File: config.mk
export PLATFORM = sky130hd
export DESIGN_NAME = des_key_schedule
export DESIGN_NICKNAME = d
export VERILOG_FILES = /design/src/rtl/des_pkg.sv /design/src/rtl/des_pc2.sv /design/src/rtl/des_key_schedule.sv
export SDC_FILE = /design/constraint.sdc
export NUM_CORES = 1
export LEC_CHECK = 0
export CAP_MARGIN = 10
export CORE_MARGIN = 10
export CORE_UTILIZATION = 40
export DETAILED_ROUTE_END_ITERATION = 8
export GPL_ROUTABILITY_DRIVEN = 0
export GPL_TIMING_DRIVEN = 0
export PLACE_DENSITY_LB_ADDON = 0.05
export SYNTH_ARGS = -nofsm -noshare
export SYNTH_HDL_FRONTEND = slang
export SYNTH_SLANG_ARGS = --single-unit
File: constraint.sdc
create_clock -name clk -period 4.88 [get_ports clk]
set_input_delay 0.488 -clock clk [delete_from_list [all_inputs] [get_ports clk]]
set_output_delay 0.488 -clock clk [all_outputs]
set_load 0.05 [all_outputs]
File: src/rtl/des_pkg.sv
// Shared DES constants: PC-1/PC-2 tables, key-schedule shift amounts and C/D helpers.
// Bit numbering: vector MSB corresponds to FIPS bit 1.
package des_pkg;

  localparam int DES_ROUNDS = 16;

  typedef enum logic {
    ST_IDLE = 1'b0,
    ST_RUN  = 1'b1
  } ks_state_e;

  localparam logic [5:0] PC1_TAB [56] = '{
    6'd57, 6'd49, 6'd41, 6'd33, 6'd25, 6'd17, 6'd9,
    6'd1,  6'd58, 6'd50, 6'd42, 6'd34, 6'd26, 6'd18,
    6'd10, 6'd2,  6'd59, 6'd51, 6'd43, 6'd35, 6'd27,
    6'd19, 6'd11, 6'd3,  6'd60, 6'd52, 6'd44, 6'd36,
    6'd63, 6'd55, 6'd47, 6'd39, 6'd31, 6'd23, 6'd15,
    6'd7,  6'd62, 6'd54, 6'd46, 6'd38, 6'd30, 6'd22,
    6'd14, 6'd6,  6'd61, 6'd53, 6'd45, 6'd37, 6'd29,
    6'd21, 6'd13, 6'd5,  6'd28, 6'd20, 6'd12, 6'd4
  };

  localparam logic [5:0] PC2_TAB [48] = '{
    6'd14, 6'd17, 6'd11, 6'd24, 6'd1,  6'd5,
    6'd3,  6'd28, 6'd15, 6'd6,  6'd21, 6'd10,
    6'd23, 6'd19, 6'd12, 6'd4,  6'd26, 6'd8,
    6'd16, 6'd7,  6'd27, 6'd20, 6'd13, 6'd2,
    6'd41, 6'd52, 6'd31, 6'd37, 6'd47, 6'd55,
    6'd30, 6'd40, 6'd51, 6'd45, 6'd33, 6'd48,
    6'd44, 6'd49, 6'd39, 6'd56, 6'd34, 6'd53,
    6'd46, 6'd42, 6'd50, 6'd36, 6'd29, 6'd32
  };

  // Entry 0 of the decrypt schedule is 0 because C0D0 already equals C16D16.
  localparam logic [1:0] SHIFT_ENC [16] = '{
    2'd1, 2'd1, 2'd2, 2'd2, 2'd2, 2'd2, 2'd2, 2'd2,
    2'd1, 2'd2, 2'd2, 2'd2, 2'd2, 2'd2, 2'd2, 2'd1
  };
  localparam logic [1:0] SHIFT_DEC [16] = '{
    2'd0, 2'd1, 2'd2, 2'd2, 2'd2, 2'd2, 2'd2, 2'd2,
    2'd1, 2'd2, 2'd2, 2'd2, 2'd2, 2'd2, 2'd2, 2'd1
  };

  function automatic logic [55:0] pc1(input logic [63:0] k);
    logic [55:0] cd;
    cd = '0;
    for (int j = 0; j < 56; j++) begin
      cd[6'(55 - j)] = k[6'(7'd64 - {1'b0, PC1_TAB[j]})];
    end
    return cd;
  endfunction

  function automatic logic [27:0] rot28(input logic [27:0] x, input logic [1:0] amt,
                                        input logic right);
    logic [27:0] r;
    case (amt)
      2'd1:    r = right ? {x[0], x[27:1]}   : {x[26:0], x[27]};
      2'd2:    r = right ? {x[1:0], x[27:2]} : {x[25:0], x[27:26]};
      default: r = x;
    endcase
    return r;
  endfunction

endpackage

File: src/rtl/des_pc2.sv
// DES PC-2 compression permutation: 56-bit C||D to 48-bit round subkey.
import des_pkg::*;

module des_pc2 (
  input  logic [55:0] cd_i,
  output logic [47:0] k_o
);

  // Pure wiring permutation; table entries are FIPS 1-based positions.
  always_comb begin
    k_o = '0;
    for (int j = 0; j < 48; j++) begin
      k_o[6'(47 - j)] = cd_i[6'(7'd56 - {1'b0, PC2_TAB[j]})];
    end
  end

endmodule

File: src/rtl/des_key_schedule.sv
// Sequential DES round-key generator: one 48-bit subkey per round on a valid/ready stream,
// K1..K16 for encryption or K16..K1 for decryption.
import des_pkg::*;

module des_key_schedule (
  input  logic        clk,
  input  logic        rst_n,
  input  logic [63:0] key,
  input  logic        decrypt,
  input  logic        start,
  output logic        ready,
  output logic        subkey_valid,
  input  logic        subkey_ready,
  output logic [47:0] subkey,
  output logic [3:0]  round_idx,
  output logic        last
);

  localparam logic [3:0] LAST_ROUND = 4'(DES_ROUNDS - 1);

  ks_state_e   state_q, state_d;
  logic [27:0] c_q, c_d;
  logic [27:0] d_q, d_d;
  logic [3:0]  round_q, round_d;
  logic        mode_q, mode_d;
  logic        ready_q, ready_d;
  logic        valid_q, valid_d;
  logic        last_q, last_d;
  logic [55:0] cd_load_s;
  logic [1:0]  shift_amt_s;
  logic        unused_parity_s;

  assign unused_parity_s = ^{key[56], key[48], key[40], key[32],
                             key[24], key[16], key[8], key[0]};

  // Next-state logic for the IDLE/RUN sequencer and the C/D rotate muxes.
  always_comb begin
    state_d     = state_q;
    c_d         = c_q;
    d_d         = d_q;
    round_d     = round_q;
    mode_d      = mode_q;
    ready_d     = ready_q;
    valid_d     = valid_q;
    last_d      = last_q;
    cd_load_s   = pc1(key);
    shift_amt_s = mode_q ? SHIFT_DEC[round_q + 4'd1] : SHIFT_ENC[round_q + 4'd1];
    case (state_q)
      ST_IDLE: begin
        if (start) begin
          c_d     = rot28(cd_load_s[55:28], decrypt ? 2'd0 : 2'd1, 1'b0);
          d_d     = rot28(cd_load_s[27:0],  decrypt ? 2'd0 : 2'd1, 1'b0);
          round_d = 4'd0;
          mode_d  = decrypt;
          state_d = ST_RUN;
          ready_d = 1'b0;
          valid_d = 1'b1;
          last_d  = 1'b0;
        end else begin
          state_d = ST_IDLE;
        end
      end
      ST_RUN: begin
        if (subkey_ready) begin
          if (round_q == LAST_ROUND) begin
            state_d = ST_IDLE;
            round_d = 4'd0;
            ready_d = 1'b1;
            valid_d = 1'b0;
            last_d  = 1'b0;
          end else begin
            c_d     = rot28(c_q, shift_amt_s, mode_q);
            d_d     = rot28(d_q, shift_amt_s, mode_q);
            round_d = round_q + 4'd1;
            last_d  = (round_q == LAST_ROUND - 4'd1);
          end
        end else begin
          state_d = ST_RUN;
        end
      end
      default: begin
        state_d = ST_IDLE;
        round_d = 4'd0;
        ready_d = 1'b1;
        valid_d = 1'b0;
        last_d  = 1'b0;
      end
    endcase
  end

  // State and output registers.
  always_ff @(posedge clk or negedge rst_n) begin
    if (!rst_n) begin
      state_q <= ST_IDLE;
      c_q     <= 28'd0;
      d_q     <= 28'd0;
      round_q <= 4'd0;
      mode_q  <= 1'b0;
      ready_q <= 1'b1;
      valid_q <= 1'b0;
      last_q  <= 1'b0;
    end else begin
      state_q <= state_d;
      c_q     <= c_d;
      d_q     <= d_d;
      round_q <= round_d;
      mode_q  <= mode_d;
      ready_q <= ready_d;
      valid_q <= valid_d;
      last_q  <= last_d;
    end
  end

  des_pc2 u_pc2 (
    .cd_i ({c_q, d_q}),
    .k_o  (subkey)
  );

  assign ready        = ready_q;
  assign subkey_valid = valid_q;
  assign round_idx    = round_q;
  assign last         = last_q;

endmodule

-- Word level (Yosys, flattened, before mapping)
Memory sizes are Yosys's and may differ from the RTL's.
Index checks and enable logic that the tools add are counted.
- bits of input ports: 69
- bits in read-only memories: 64
- output and inout bits: 55
- register bits: 65
- memories: 2
- latch bits: 0
- RAM bits: 0
- memory list (memory ; depth ; width ; rd ports ; clocked after Yosys merged registers in ; write ports ; RTL line ; RTL):
    (name not given) ; 16 ; 2 ; 1 ; 0 ; 0 ; des_key_schedule.sv:47 ; shift_amt_s = mode_q ? SHIFT_DEC[round_q + 4'd1] : SHIFT_ENC[round_q + 4'd1];
    (name not given) ; 16 ; 2 ; 1 ; 0 ; 0 ; des_key_schedule.sv:47 ;
- shift-type cells: 0
- magnitude comparators: 1
- multiply operators: 0
- reductions and logical operators: 4
- add/sub/neg operators: 1
- equal/unequal tests: 11
- muxes and demuxes: 41
- divide/modulo/power cells: 0
- bitwise logic cells: 2
- operator list (cell ; count):
    28-bit 2-to-1 mux ; 10
    28-bit one-hot mux with 2 select lines ; 5
    1-bit 2-to-1 mux ; 12
    4-bit 2-to-1 mux ; 3
    6-bit one-hot mux with 2 select lines ; 1
    2-bit 2-to-1 mux ; 5
    4-bit == test, second input constant ; 2
    1-bit one-hot mux with 2 select lines ; 4
    4-bit one-hot mux with 2 select lines ; 1
    2-bit inequality test, second input constant ; 3
    5-bit >= comparator, second input constant ; 1
    4-bit NOT with 5-bit output ; 1
    4-bit by 1-bit adder with 4-bit output, second input constant ; 1
    2-bit AND reduction ; 2
    4-bit AND reduction ; 1
    3-bit by 1-bit inequality test with 1-bit output, second input constant ; 1
    3-bit AND reduction ; 1
    1-bit by 2-bit == test with 1-bit output, second input constant ; 1
    2-bit by 1-bit == test with 1-bit output, second input constant ; 1
    2-bit == test, second input constant ; 1
    2-bit by 1-bit inequality test with 1-bit output, second input constant ; 1
    1-bit == test, second input constant ; 1
    1-bit NOT ; 1

-- Longest topological paths before layout
- depth in word-level cells: 11
- depth in mapped cells: 10
- gate-level depth less buffers: 8

-- Cells and area by module
From an unflattened synthesis, not the netlist that was laid out.
- cells, all modules: 821
- area, all modules: 6558.8 um^2
- by module, submodules not included (module ; cells each ; sequential area each (um^2) ; area an instance (um^2) ; instances):
    des_key_schedule ; 772 ; 1627.8 ; 6194.7 ; 1
    des_pc2 ; 49 ; 0.0 ; 364.1 ; 1

-- Least setup slack after synthesis
OpenSTA, ideal clock, no wires.
- path kind: register to register
- from: register round_q[0], in the netlist round_idx[0]
- to: register d_q[10]
- data required time: 4.786 ns
- data arrival time: 2.728 ns
- library setup time: 0.094 ns
- cell stages (with the launch flop): 10
- setup slack: 2.059 ns
- cells stage by stage: dfrtp_1 > inv_1 > ha_1 > nor2b_1 > nor3_2 > o221ai_4 > a311oi_4 > nor3b_4 > buf_6 > a221oi_2
- cells in the longest elaborated chain, start to end: 11
- elaborated cells between the ends (all ways): 19
- those cells by class: 1 x add/sub; 5 x eq/ne; 9 x mux; 1 x bitwise; 1 x reduce/logical; 2 x memory
- ends and longest elaborated chain (item ; RTL line ; RTL):
    start: declaration ; des_key_schedule.sv:24 ; logic [3:0] round_q, round_d;
    start signal: assignment ; des_key_schedule.sv:106 ; round_q <= round_d;
    4-bit by 1-bit adder with 4-bit output ; des_key_schedule.sv:47 ;
    4-bit NOT with 5-bit output (not written as such) ; des_key_schedule.sv:47 ;
    memory 16 x 2 bit ; n/a ;
    2-bit 2-to-1 mux (not written as such) (2 in series) ; des_key_schedule.sv:47 ;
    2-bit 2-to-1 mux ; des_key_schedule.sv:47 ;
    2-bit == test / 2-bit by 1-bit == test with 1-bit output (equally long branches) ; des_pkg.sv:56 ; case (amt)
    28-bit one-hot mux with 2 select lines ; des_pkg.sv:56 ;
    28-bit 2-to-1 mux ; des_key_schedule.sv:65 ; if (round_q == LAST_ROUND) begin
    28-bit 2-to-1 mux ; des_key_schedule.sv:64 ; if (subkey_ready) begin
    28-bit one-hot mux with 2 select lines ; des_key_schedule.sv:48 ; case (state_q)
    end signal: assignment ; des_key_schedule.sv:96 ; d_q <= 28'd0;
    end signal: assignment ; des_key_schedule.sv:105 ; d_q <= d_d;
    end: declaration ; des_key_schedule.sv:23 ; logic [27:0] d_q, d_d;
Several ways; a longest one is shown, not always the timed one. The select of a mux whose other input is x is not followed.
A chain may end at the register's enable or synchronous reset.

-- Worst setup path after layout
- from: register round_q[1], in the netlist round_idx[1]
- to: register d_q[2]
The elaborated chain is that of the path after synthesis.

==> results.toml <==
[placement]
dpl-instance-area_mm2 = 0.00762
post-dp-hpwl_um = 15900
port_buffers = 74

[worst_hold_path]
hp-class = "input pin to asynchronous set/reset pin"

[detailed_routing]
wl_um = 21900
vias = 6736
postRouteAntennaNets = 0
via_per_inst = 5.90
drc = 0
wl_per_cell_um = 19.2
first_iter_violations = 641
drtPass1Iterations = 5

[worst_setup_path]
critPathTopFamily = "buffers and inverters"
slowest_stage = "dfrtp_1"
r2r-start = "round_idx[1]$_DFFE_PN0P_"
cp_max_fo = 11
worstReg2RegEnd = "d_q[2]$_DFFE_PN0P_"
crit_top_cell = "buf_2"
path_buf_inv = 3
crit_required_ps = 5140
worstSetupPathType = "register to register"
start_kind = "register"
slowest_delay_ps = 580
worstPathCellList = "ha_1, buf_2, nor2b_1, and3_1, buf_2, buf_1, nor4b_1, nand4_1, o2111ai_1, a221oi_2"
r2r_slack_ps = 1850
reg2regPathDepth = 10
end_kind = "register"
crit_arrival_ps = 3290

[floorplanning]
start_util_pct = 41.0
rows = 46
die_w_um = 148
coreArea_mm2 = 0.0160
dieArea_mm2 = 0.0219
die_height_um = 148
pin_count = 124

[run]
cap_viol_max_count = 0

[layout]
fin_area_mm2 = 0.00791
fin_nets = 995
syn2layout_area_growth_pct = 20.5
finalCoreUtilization_pct = 49.4
multi_input_area_mm2 = 0.00406
drive_gt1_share_pct = 16.4
antenna_cells = 0
nFillCells = 1656
regArea_mm2 = 0.00163

[clocking]
cts_buffer_depth = 2
clkSinkCount = 65
clkTransAtPathRegs_ps = 60
cts_tree = "yes"
ctsHoldBuffers = 0
cts_root_buffer = "clkbuf_16"
postCtsSetupBuffers = 0
clock_latency_ps = 350
ctsResizeCount = 0
numCtsBuffers = 9
htree_levels = 3

[power]
p_leak_nw = 3.48
ir_worst_vdd_v = 0.000355
p_per_area_mw_per_mm2 = 710

[grt]
grt_pass1_vias = 6744
gr-total-overflow = 0
antenna_found_initial = 0
grt_first_pass_wirelength_um = 35700
grt_usage_pct = 19.6
grt_max_degree = 66

[sta]
slew_viol_final = 0
rsz0062_at_grt = "false"
finalCritPeriodShare_pct = 62.0
whs_ps = 260
clock_skew_ps = 8.14
fmaxAchievable_mhz = 330
finalHoldViolations = 0
relSlewSlack_pct = 40.2
worst_pin_slew_ps = 896
final.setup.tns_ps = 0
setup_viol = 0
post-route-min-period_ps = 3030

[yosys]
yosys_most_used_dff = "dfrtp_1"
yosysSeqAreaShare_pct = 24.8
synth_cell_type_count = 62
synth_top_cell_area_share_pct = 24.4
ys_ff_latch = 65
netlist_instances = 821
yosys.area.top_type = "dfrtp_1"
synth_common_cells = "nand2_1, dfrtp_1, nand4_1, buf_4, mux2i_1"
synth-async-reset-ratio_pct = 100
synth_most_common_cell = "nand2_1"
avgSynthCellArea_um2 = 7.99
synth_area_leaders = "dfrtp_1, nand2_1, mux2i_1"
yosysWarnings = 0
synth-edff-count = 0
syn-cell-area_mm2 = 0.00656

[status]
outcome = "complete, no violations"
[routing by layer]
| metal | part of all wire, % | vias to the layer above | track usage, % |
|---|---|---|---|
| met5 | 0 | - | 0 |
| met4 | 2.4 | 0 | 7.14 |
| met3 | 7.2 | 39 | 3.28 |
| met2 | 44 | 292 | 30.1 |
| met1 | 46 | 3246 | 26.9 |
| li1 | - | 3159 | - |
[how the worst max path moves through the flow]
stage | from | end | slack [ps] | depth (start not counted)
after floorplan | round_idx[0]$_DFFE_PN0P_ | d_q[10]$_DFFE_PN0P_ | 2060 | 9
after CTS | round_idx[0]$_DFFE_PN0P_ | d_q[18]$_DFFE_PN0P_ | 1870 | 9
after global placement | rst_n | d_q[7]$_DFFE_PN0P_ | 870 | 1
after global routing | round_idx[1]$_DFFE_PN0P_ | d_q[6]$_DFFE_PN0P_ | 1610 | 10
after detailed placement | round_idx[0]$_DFFE_PN0P_ | d_q[18]$_DFFE_PN0P_ | 1870 | 9
final | round_idx[1]$_DFFE_PN0P_ | d_q[2]$_DFFE_PN0P_ | 1850 | 10
[sequential cells by signal, indices dropped and copies added, names as in the netlist]
name / count
c_q: 28
d_q: 28
round_idx: 4
last: 1
mode_q: 1
ready: 1
state_q: 1
subkey_valid: 1
[area by class of cell]
class | instances | share of cell area (%)
Sequential cell | 65 | 20.6
Inverter | 38 | 1.80
Clock buffer | 10 | 3.02
Buffer | 136 | 9.91
Multi-Input combinational cell | 597 | 51.4
Tap cell | 216 | 3.42
Clock inverter | 6 | 0.538
Timing Repair Buffer | 74 | 9.34
[worst reg2reg max path: cells and delay by family (launching register included)]
| family | cells | cell delay (ps) |
|---|---|---|
| AND/OR/NAND/NOR | 4 | 790 |
| adder cells (fa/ha/maj) | 1 | 230 |
| AO/OA/AOI/OAI | 2 | 390 |
| buffers and inverters | 3 | 950 |
| flip-flops | 1 | 580 |
[kinds of logic (layout without fill, tap and decap cells)]
family,Yosys count,count (layout),share of synthesized area (%)
DFF,65,65,24.8
muxes,48,48,7.34
and+or+nand+nor,368,368,30.5
AOI/OAI and AO/OA,160,160,22.2
other,1,16,0.0572
buffers and inverters,174,264,14.1
adders and majority gates,5,5,0.954
[layout by cell type (no fill, tap or decap), drive strengths merged, types with 3 or more instances in the layout]
cell type	instances
and3	3
ha	5
nand2b	30
nor4	30
nor2b	5
nand4	58
or2	3
o22ai	6
dfrtp	64
mux2i	47
buf	94
nor2	33
clkinv	3
and2	31
a21oi	34
nand3	5
clkdlybuf4s50	73
inv	39
nor3	4
conb	16
clkbuf	53
nor4b	26
a211oi	31
a221oi	32
o2111ai	26
nand2	135
o21ai	10
[power breakdown]
group          internal (mW)  leakage, nW  switching [mW]
Combinational           1.56         2.60            2.41
Clock                  0.359        0.135           0.283
Sequential             0.751        0.743           0.255
Total                   2.67         3.48            2.94
[metrics by stage]
| stage | std cells | setup slack [ps] | total power [mW] |
|---|---|---|---|
| after floorplan | 836 | 2060 | 3.96 |
| after global placement | 1126 | 873 | 4.87 |
| after detailed placement | 1126 | 1870 | 4.94 |
| after CTS | 1142 | 1870 | 5.59 |
| after global routing | 1142 | 1610 | 5.99 |
| final | 1142 | 1850 | 5.61 |
(Power assumes the default switching activity.)
